--- src/rtl/frame_serializer_if.sv ---
// Handshake and data bus of the frame serializer: switch-bank inputs,
// transmit controls and the serial/status outputs.
interface frame_serializer_if #(
  parameter int DATA_W = 10,
  parameter int OUT_W  = 8
);
  logic              init;
  logic [DATA_W-1:0] sw;
  logic              start;
  logic              mode;
  logic              sel;
  logic              ser_out;
  logic              busy;
  logic              done;
  logic [OUT_W-1:0]  out;

  modport master (
    output init, sw, start, mode, sel,
    input  ser_out, busy, done, out
  );

  modport slave (
    input  init, sw, start, mode, sel,
    output ser_out, busy, done, out
  );
endinterface

--- src/rtl/frame_serializer.sv ---
// Serial message transmitter: captures a word on start and shifts it out
// MSB- or LSB-first with a programmable bit period and a status bus.
module frame_serializer #(
  parameter int DATA_W   = 10,
  parameter int CNT_W    = 8,
  parameter int DIV_INIT = 0,
  parameter int OUT_W    = 8
) (
  input logic               clk,
  input logic               rst,
  frame_serializer_if.slave bus
);
  localparam int RW = $clog2(DATA_W + 1);
  localparam int MW = (OUT_W > RW) ? OUT_W : RW;

  typedef enum logic [1:0] {IDLE, SEND, DONE} state_t;

  state_t            state, state_nxt;
  logic [DATA_W-1:0] shreg;
  logic              order;
  logic [CNT_W-1:0]  div;
  logic [CNT_W-1:0]  pcnt;
  logic [RW-1:0]     rem;
  logic [OUT_W-1:0]  fcnt;
  logic [MW-1:0]     rem_w;

  logic load, shift, finish, div_load;
  logic ser_out, busy, done;

  always_ff @(posedge clk or posedge rst) begin
    if (rst) state <= IDLE;
    else     state <= state_nxt;
  end

  always_comb begin
    state_nxt = state;
    load      = 1'b0;
    shift     = 1'b0;
    finish    = 1'b0;
    div_load  = 1'b0;
    busy      = 1'b0;
    done      = 1'b0;
    ser_out   = 1'b0;
    case (state)
      IDLE: begin
        if (bus.init) begin
          div_load = 1'b1;
        end else if (bus.start) begin
          load      = 1'b1;
          state_nxt = SEND;
        end
      end
      SEND: begin
        busy    = 1'b1;
        ser_out = order ? shreg[0] : shreg[DATA_W-1];
        if (pcnt == '0) begin
          if (rem > RW'(1)) begin
            shift = 1'b1;
          end else begin
            finish    = 1'b1;
            state_nxt = DONE;
          end
        end
      end
      DONE: begin
        done = 1'b1;
        // The edge ending DONE may already accept the next frame.
        if (bus.start) begin
          load      = 1'b1;
          state_nxt = SEND;
        end else begin
          state_nxt = IDLE;
        end
      end
      default: state_nxt = IDLE;
    endcase
  end

  always_ff @(posedge clk or posedge rst) begin
    if (rst) begin
      shreg <= '0;
      order <= 1'b0;
      div   <= CNT_W'(DIV_INIT);
      pcnt  <= '0;
      rem   <= '0;
      fcnt  <= '0;
    end else begin
      if (div_load) div <= bus.sw[CNT_W-1:0];
      if (load) begin
        shreg <= bus.sw;
        order <= bus.mode;
        rem   <= RW'(DATA_W);
        pcnt  <= div;
      end else if (shift) begin
        shreg <= order ? (shreg >> 1) : (shreg << 1);
        rem   <= rem - 1'b1;
        pcnt  <= div;
      end else if (finish) begin
        rem  <= '0;
        fcnt <= fcnt + 1'b1;
      end else if (state == SEND) begin
        pcnt <= pcnt - 1'b1;
      end
    end
  end

  // Zero-extend or truncate bits-remaining to the status bus width.
  assign rem_w       = MW'(rem);
  assign bus.out     = bus.sel ? fcnt : rem_w[OUT_W-1:0];
  assign bus.ser_out = ser_out;
  assign bus.busy    = busy;
  assign bus.done    = done;
endmodule
--- src/flat_wrapper.sv ---
// flat-port wrapper written by rule: the top's interface ports become plain ports
module frame_serializer_flat 
#(
  parameter int DATA_W   = 10,
  parameter int CNT_W    = 8,
  parameter int DIV_INIT = 0,
  parameter int OUT_W    = 8
)
  (clk, rst, bus_init, bus_sw, bus_start, bus_mode, bus_sel, bus_ser_out, bus_busy, bus_done, bus_out);
  frame_serializer_if #(.DATA_W(DATA_W), .OUT_W(OUT_W)) bus_i ();
  input logic clk;
  input logic rst;
  input wire logic [$bits(bus_i.init)-1:0] bus_init;
  input wire logic [$bits(bus_i.sw)-1:0] bus_sw;
  input wire logic [$bits(bus_i.start)-1:0] bus_start;
  input wire logic [$bits(bus_i.mode)-1:0] bus_mode;
  input wire logic [$bits(bus_i.sel)-1:0] bus_sel;
  output wire logic [$bits(bus_i.ser_out)-1:0] bus_ser_out;
  output wire logic [$bits(bus_i.busy)-1:0] bus_busy;
  output wire logic [$bits(bus_i.done)-1:0] bus_done;
  output wire logic [$bits(bus_i.out)-1:0] bus_out;
  assign bus_i.init = bus_init;
  assign bus_i.sw = bus_sw;
  assign bus_i.start = bus_start;
  assign bus_i.mode = bus_mode;
  assign bus_i.sel = bus_sel;
  assign bus_ser_out = bus_i.ser_out;
  assign bus_busy = bus_i.busy;
  assign bus_done = bus_i.done;
  assign bus_out = bus_i.out;
  frame_serializer #(.DATA_W(DATA_W), .CNT_W(CNT_W), .DIV_INIT(DIV_INIT), .OUT_W(OUT_W)) u_core (.clk(clk), .rst(rst), .bus(bus_i));
endmodule
--- config.mk ---
export PLATFORM = sky130hd
export DESIGN_NAME = frame_serializer_flat
export DESIGN_NICKNAME = d
export VERILOG_FILES = /design/src/rtl/frame_serializer_if.sv /design/src/rtl/frame_serializer.sv /design/src/flat_wrapper.sv
export SDC_FILE = /design/constraint.sdc
export NUM_CORES = 1
export LEC_CHECK = 0
export BUFFER_PORTS_ARGS = -buffer_cell sky130_fd_sc_hd__buf_2
export CAP_MARGIN = 20
export CORE_MARGIN = 5
export CORE_UTILIZATION = 55
export CTS_BUF_LIST = sky130_fd_sc_hd__clkbuf_8
export CTS_CLUSTER_SIZE = 8
export DETAILED_ROUTE_END_ITERATION = 7
export PLACE_DENSITY = 0.76
export SYNTH_ARGS = -nofsm -noshare
export SYNTH_HDL_FRONTEND = slang
export SYNTH_SLANG_ARGS = --single-unit
--- constraint.sdc ---
create_clock -name clk -period 3.98 [get_ports clk]
set_input_delay 0.597 -clock clk [delete_from_list [all_inputs] [get_ports clk]]
set_output_delay 0.597 -clock clk [all_outputs]
set_load 0.1 [all_outputs]
==> flow_metrics.py, run 1 <==
metrics = {
    "timing": {
        "tns_ns": 0,
        "finalCritPeriodShare_pct": 65.91,
        "max_freq_ghz": 0.3812,
        "rsz0062_at_grt": "no",
        "slew-limit-headroom_pct": 45.13,
        "fin_crit_ns": 2.623,
        "skew_ns": 0.006029,
        "whs_ns": 0.4146,
        "hold_viol": 0,
        "finalMaxSlewViolations": 0,
        "worst_pin_slew_ns": 0.8230,
        "finalSetupViolations": 0,
    },
    "detailed_routing": {
        "vias_per_cell": 5.699,
        "ant_nets": 0,
        "vias": 1647,
        "wl_um": 4463,
        "drc": 0,
        "first_pass_iters": 4,
        "drt_iter0_drc": 82,
        "wire_per_inst_um": 15.44,
    },
    "worst_setup_path": {
        "path_max_fanout": 23,
        "required_ns": 4.16,
        "end_kind": "flop",
        "crit_path_start_kind": "flop",
        "crit_type": "flop to flop",
        "worstPathArrival_ns": 2.80,
    },
    "logic_synthesis": {
        "ys_top_cells_by_area": "dfrtp_1 (48%), mux2_2 (5.8%), mux2i_1 (4.7%)",
        "yosysTopAreaCellShare_pct": 47.67,
        "ys_warn_count": 0,
        "synthArstFlopShare_pct": 100.0,
        "postSynthCellCount": 217,
        "avgSynthCellArea_um2": 9.917,
        "syn_nets": 237,
        "synth_top_area_cell": "dfrtp_1",
        "synth_seq_cells": 41,
        "netlist_area_um2": 2152,
        "synth-edff-count": 0,
        "ys_types": 44,
        "seq_area_frac_synth_pct": 47.67,
        "ys.flop_type": "dfrtp_1",
    },
    "clock_network": {
        "cts_buffers": 5,
        "cts_tree": "built",
        "worstSkewPairLatency_ns": 0.29,
        "post-cts-setup-buffers": 0,
        "ctsHoldBuffers": 0,
        "clock_sinks": 41,
        "ctsRootBufferMaster": "clkbuf_8",
        "clockBufferDepth": 2,
        "clk_pin_slew_ns": 0.08,
        "cts_resized": 0,
        "h-tree-depth": 2,
    },
    "place": {
        "gp_congestion": 0.8616,
        "dp_hpwl_um": 3236,
        "placed_area_um2": 2302,
        "portBuffers": 26,
        "placedCellCount": 282,
    },
    "grt": {
        "grt.total_usage_pct": 18.10,
        "grt_pass1_wl_um": 7334,
        "overflow": 0,
        "grt_pass1_vias": 1609,
        "antenna_found_initial": 0,
        "grt_max_degree": 42,
    },
    "floorplan": {
        "coreArea_um2": 3716,
        "dieArea_um2": 5264,
        "start_util_pct": 57.91,
        "io_pins": 27,
        "die_y_um": 72.55,
        "row_count": 22,
        "die_w_um": 72.55,
    },
    "power_and_ir_drop": {
        "p_clk_share_pct": 19.2,
        "sequentialPowerShare_pct": 43.5,
        "powerDensity_nw_per_um2": 693.9,
        "p_leak_nw": 1.108,
        "irDropWorstVdd_mv": 0.4232,
        "p_switching_uw": 678.4,
        "pwr-share-comb_pct": 37.3,
        "swShare_pct": 40.63,
        "p_int_uw": 991.2,
    },
    "finish": {
        "nNetsFinal": 261,
        "fin_util_pct": 64.75,
        "final_cells": 289,
        "fin_area_um2": 2406,
        "diodes": 0,
        "areaGrowthSynthToFinish_pct": 11.80,
        "drive_gt1_share_pct": 20.33,
    },
    "hold_path": {
        "hold_path_class": "primary input to async pin",
    },
    "job": {
        "cap_violations": 0,
    },
    "run_status": {
        "status": "complete, no violations",
    },
}
[cell usage after synthesis (3+ instances only)]
library cell	instances
nor3_1	7
nand4_1	3
ha_1	4
mux2i_1	10
nand2b_1	5
clkbuf_1	6
mux2_2	11
and2_1	4
o21ai_0	12
dfrtp_1	41
inv_1	7
a21o_1	3
nand3_1	8
nand2_1	22
nor2_1	17
xnor2_1	6
a21oi_1	13
nor4_1	4
[critical path: stages, from the launching register on]
cell and delay, ns:
dfrtp_1 0.44, inv_1 0.08, ha_1 0.19, or3b_1 0.44, a2111oi_4 0.54, nor2_2 0.30, a21o_1 0.24, a221o_1 0.28
[through the flow]
stage	worst slack [ns]	total power [mW]
floorplan	0.4808	1.218
global route	1.236	1.782
global placement	1.444	1.332
detailed placement	1.408	1.350
finish	1.357	1.670
CTS	1.399	1.677
[layer usage]
layer	up-vias	wire length [um]	global-route usage (%)
met3	7	244	4.571
met1	771	2088	23.56
met2	51	2047	28.46
met4	0	81	7.992
met5	-	0	0
li1	818	-	-
[placed cells by master (no fill, tap or decap), types with 3 or more instances in the layout]
master	Yosys	final
nand2b_1	5	5
mux2i_1	10	10
buf_2	2	26
nand2_1	22	22
and2_1	4	4
nand4_1	3	3
nor4_1	4	4
dfrtp_1	41	41
o21ai_0	12	12
nand3_1	8	8
a21o_1	3	3
clkbuf_8	0	5
a21oi_1	13	13
nor2_1	17	17
xnor2_1	6	6
nor3_1	7	7
ha_1	4	4
mux2_2	11	11
inv_1	7	7
[cell families (layout without fill, tap and decap cells)]
| logic type | after synthesis | after routing | share of synthesized area, % |
|---|---|---|---|
| AOI/OAI and AO/OA | 43 | 43 | 13.31 |
| xor gates and xnor gates | 8 | 8 | 3.256 |
| adders and majority gates | 4 | 4 | 2.326 |
| buffers and inverters | 17 | 41 | 3.430 |
| DFF | 41 | 41 | 47.67 |
| muxes | 21 | 21 | 10.41 |
| and+or+nand+nor | 83 | 83 | 19.59 |
[flip-flops by register name (all words and copies together), names as in the netlist]
register,cells
u_core.state,2
u_core.rem,4
u_core.div,8
u_core.fcnt,8
u_core.order,1
u_core.pcnt,8
u_core.shreg,10
[power groups by stage]
stage / sequential, mW / clock, mW / combinational (mW)
global placement: 0.722 / 0 / 0.609
CTS: 0.721 / 0.331 / 0.625
detailed placement: 0.728 / 0 / 0.622
global route: 0.745 / 0.349 / 0.687
floorplan: 0.667 / 0 / 0.551
finish: 0.727 / 0.321 / 0.622
[path summary, 6_finish.rpt]
path,end,cells past startpoint,from,slack [ns]
max in group asynchronous,u_core.fcnt[4]$_DFFE_PP0P_,3,rst,3.20
worst max-delay path,u_core.pcnt[5]$_DFFE_PP0P_,7,u_core.pcnt[0]$_DFFE_PP0P_,1.36
worst min-delay path,u_core.order$_DFFE_PP0P_,3,rst,0.41
worst min register to register,u_core.fcnt[7]$_DFFE_PP0P_,1,u_core.fcnt[7]$_DFFE_PP0P_,0.47
min in group clk,u_core.fcnt[7]$_DFFE_PP0P_,1,u_core.fcnt[7]$_DFFE_PP0P_,0.47
worst max register to register,u_core.pcnt[5]$_DFFE_PP0P_,7,u_core.pcnt[0]$_DFFE_PP0P_,1.36
[cell type report]
type	count	area [um^2]
flip-flops and latches	41	1026
clock buffers	5	68.82
fillers	303	1310
repair buffers	27	137.6
clock inverters	2	35.03
well taps	48	60.06
inverters	7	26.28
multi-input cells	159	1052
(Power assumes the default switching activity.)
==> run 2, diff against run 1 <==
==> constraint.sdc (replaced) <==
create_clock -name clk -period 2.5 [get_ports clk]
set_input_delay 0.375 -clock clk [delete_from_list [all_inputs] [get_ports clk]]
set_output_delay 0.375 -clock clk [all_outputs]
set_load 0.1 [all_outputs]
==> flow_metrics.py, run 2 (same netlist as run 1, synthesis figures left out) <==
metrics = {
    "run_status": {
        "status": "complete, no violations",
    },
    "clock_network": {
        "post-cts-setup-buffers": 0,
        "h-tree-depth": 2,
        "ctsRootBufferMaster": "clkbuf_8",
        "cts_tree": "built",
        "cts_resized": 0,
        "worstSkewPairLatency_ns": 0.29,
        "clock_sinks": 41,
        "ctsHoldBuffers": 0,
        "cts_buffers": 5,
        "clk_pin_slew_ns": 0.08,
        "clockBufferDepth": 2,
    },
    "floorplan": {
        "die_y_um": 72.55,
        "coreArea_um2": 3716,
        "dieArea_um2": 5264,
        "row_count": 22,
        "start_util_pct": 57.91,
        "die_w_um": 72.55,
        "io_pins": 27,
    },
    "power_and_ir_drop": {
        "power_mw": 2.581,
        "p_leak_nw": 1.145,
        "irDropWorstVdd_mv": 0.5358,
        "powerDensity_nw_per_um2": 1054,
    },
    "worst_setup_path": {
        "end_kind": "flop",
        "crit_path_start_kind": "flop",
        "crit_type": "flop to flop",
        "path_max_fanout": 13,
        "worstPathArrival_ns": 2.55,
        "required_ns": 2.68,
    },
    "finish": {
        "largest_reg_flops": 10,
        "nFillCells": 313,
        "regMostFlops": "u_core.shreg",
        "mostFrequentLayoutCells": "dfrtp_1 (41), buf_2 (26), nand2_1 (22)",
        "nNetsFinal": 269,
        "drive_gt1_share_pct": 23.60,
        "diodes": 0,
        "fin_util_pct": 65.93,
        "areaGrowthSynthToFinish_pct": 13.84,
        "mostFrequentLayoutCell": "dfrtp_1",
        "ff_latch_area_um2": 1026,
        "multi_input_area_um2": 1057,
    },
    "grt": {
        "antenna_found_initial": 0,
        "grt.total_usage_pct": 18.41,
        "overflow": 0,
        "grt_max_degree": 42,
        "grt_pass1_wl_um": 7617,
        "grt_pass1_vias": 1686,
    },
    "place": {
        "gp_congestion": 0.8011,
        "dp_hpwl_um": 3259,
        "portBuffers": 26,
    },
    "detailed_routing": {
        "vias_per_cell": 5.631,
        "drc": 0,
        "first_pass_iters": 4,
        "drt_iter0_drc": 107,
        "ant_nets": 0,
        "wl_um": 4420,
        "wire_per_inst_um": 14.83,
        "vias": 1678,
    },
    "timing": {
        "worst_pin_slew_ns": 0.5140,
        "finalSetupViolations": 0,
        "finalMaxSlewViolations": 0,
        "rsz0062_at_grt": "no",
        "tns_ns": 0,
        "slew-limit-headroom_pct": 65.70,
        "finalCritPeriodShare_pct": 94.66,
        "fin_crit_ns": 2.367,
        "hold_viol": 0,
        "max_freq_ghz": 0.4226,
        "skew_ns": 0.008414,
    },
    "job": {
        "cap_violations": 0,
    },
    "hold_path": {
        "hold_path_class": "primary input to async pin",
    },
}
## run 2: cell types whose count changed in the layout (fill, tap and decap cells not counted), sizes merged
| cell | delta |
|---|---|
| buf | +8 |
| bufinv | -1 |
| clkinv | +1 |
| inv | +1 |
## run 2: critical path, cell delays in order (launching register included)
cell	delay, ns
dfrtp_1	0.41
inv_1	0.07
ha_1	0.23
or2_2	0.35
a2111oi_4	0.47
nor2_2	0.21
a21o_1	0.21
a221o_1	0.29
## run 2: layout make-up
type | instances | area share, %
clock buffer | 5 | 2.809
clock inverter | 3 | 0.5618
multi-input combinational | 159 | 43.16
inverter | 7 | 1.073
sequential | 41 | 41.88
tap | 48 | 2.451
timing repair buffer | 35 | 8.069
## run 2: power by group
part / switching, mW / internal [mW]
combinational: 0.641 / 0.412
sequential: 0.221 / 0.901
clock: 0.218 / 0.189
## run 2: through the flow
step / instance area (um^2) / instances / setup WS (ns) / hold WS (ns)
floorplan: 2155 / 217 / 0.2003 / 0.4375
global placement: 2365 / 290 / 0.2293 / 0.4549
detailed placement: 2365 / 290 / 0.1552 / 0.4640
CTS: 2447 / 298 / 0.1440 / 0.2035
global route: 2450 / 298 / 0.0007159 / 0.2515
finish: 2450 / 298 / 0.1334 / 0.1834
## run 2: worst paths after layout
path	start	endpoint	slack, ns	cells after the start
max in group asynchronous	rst	u_core.rem[1]$_DFFE_PP0P_	1.95	3
min in group clk	bus_mode	u_core.order$_DFFE_PP0P_	0.27	3
setup reg to reg	u_core.rem[0]$_DFFE_PP0P_	u_core.pcnt[7]$_DFFE_PP0P_	0.13	7
hold reg to reg	u_core.fcnt[7]$_DFFE_PP0P_	u_core.fcnt[7]$_DFFE_PP0P_	0.47	1
hold / removal	rst	u_core.pcnt[0]$_DFFE_PP0P_	0.18	3
setup / recovery	u_core.rem[0]$_DFFE_PP0P_	u_core.pcnt[7]$_DFFE_PP0P_	0.13	7
## run 2: layer usage
metal | global-route usage (%) | share of wire, % | wire, um | vias up
li1 | - | - | - | 833
met1 | 23.82 | 45 | 2007 | 803
met2 | 29.96 | 49 | 2178 | 38
met3 | 4.709 | 4.5 | 198 | 4
met4 | 6.352 | 0.81 | 36 | 0
met5 | 0 | 0 | 0 | -
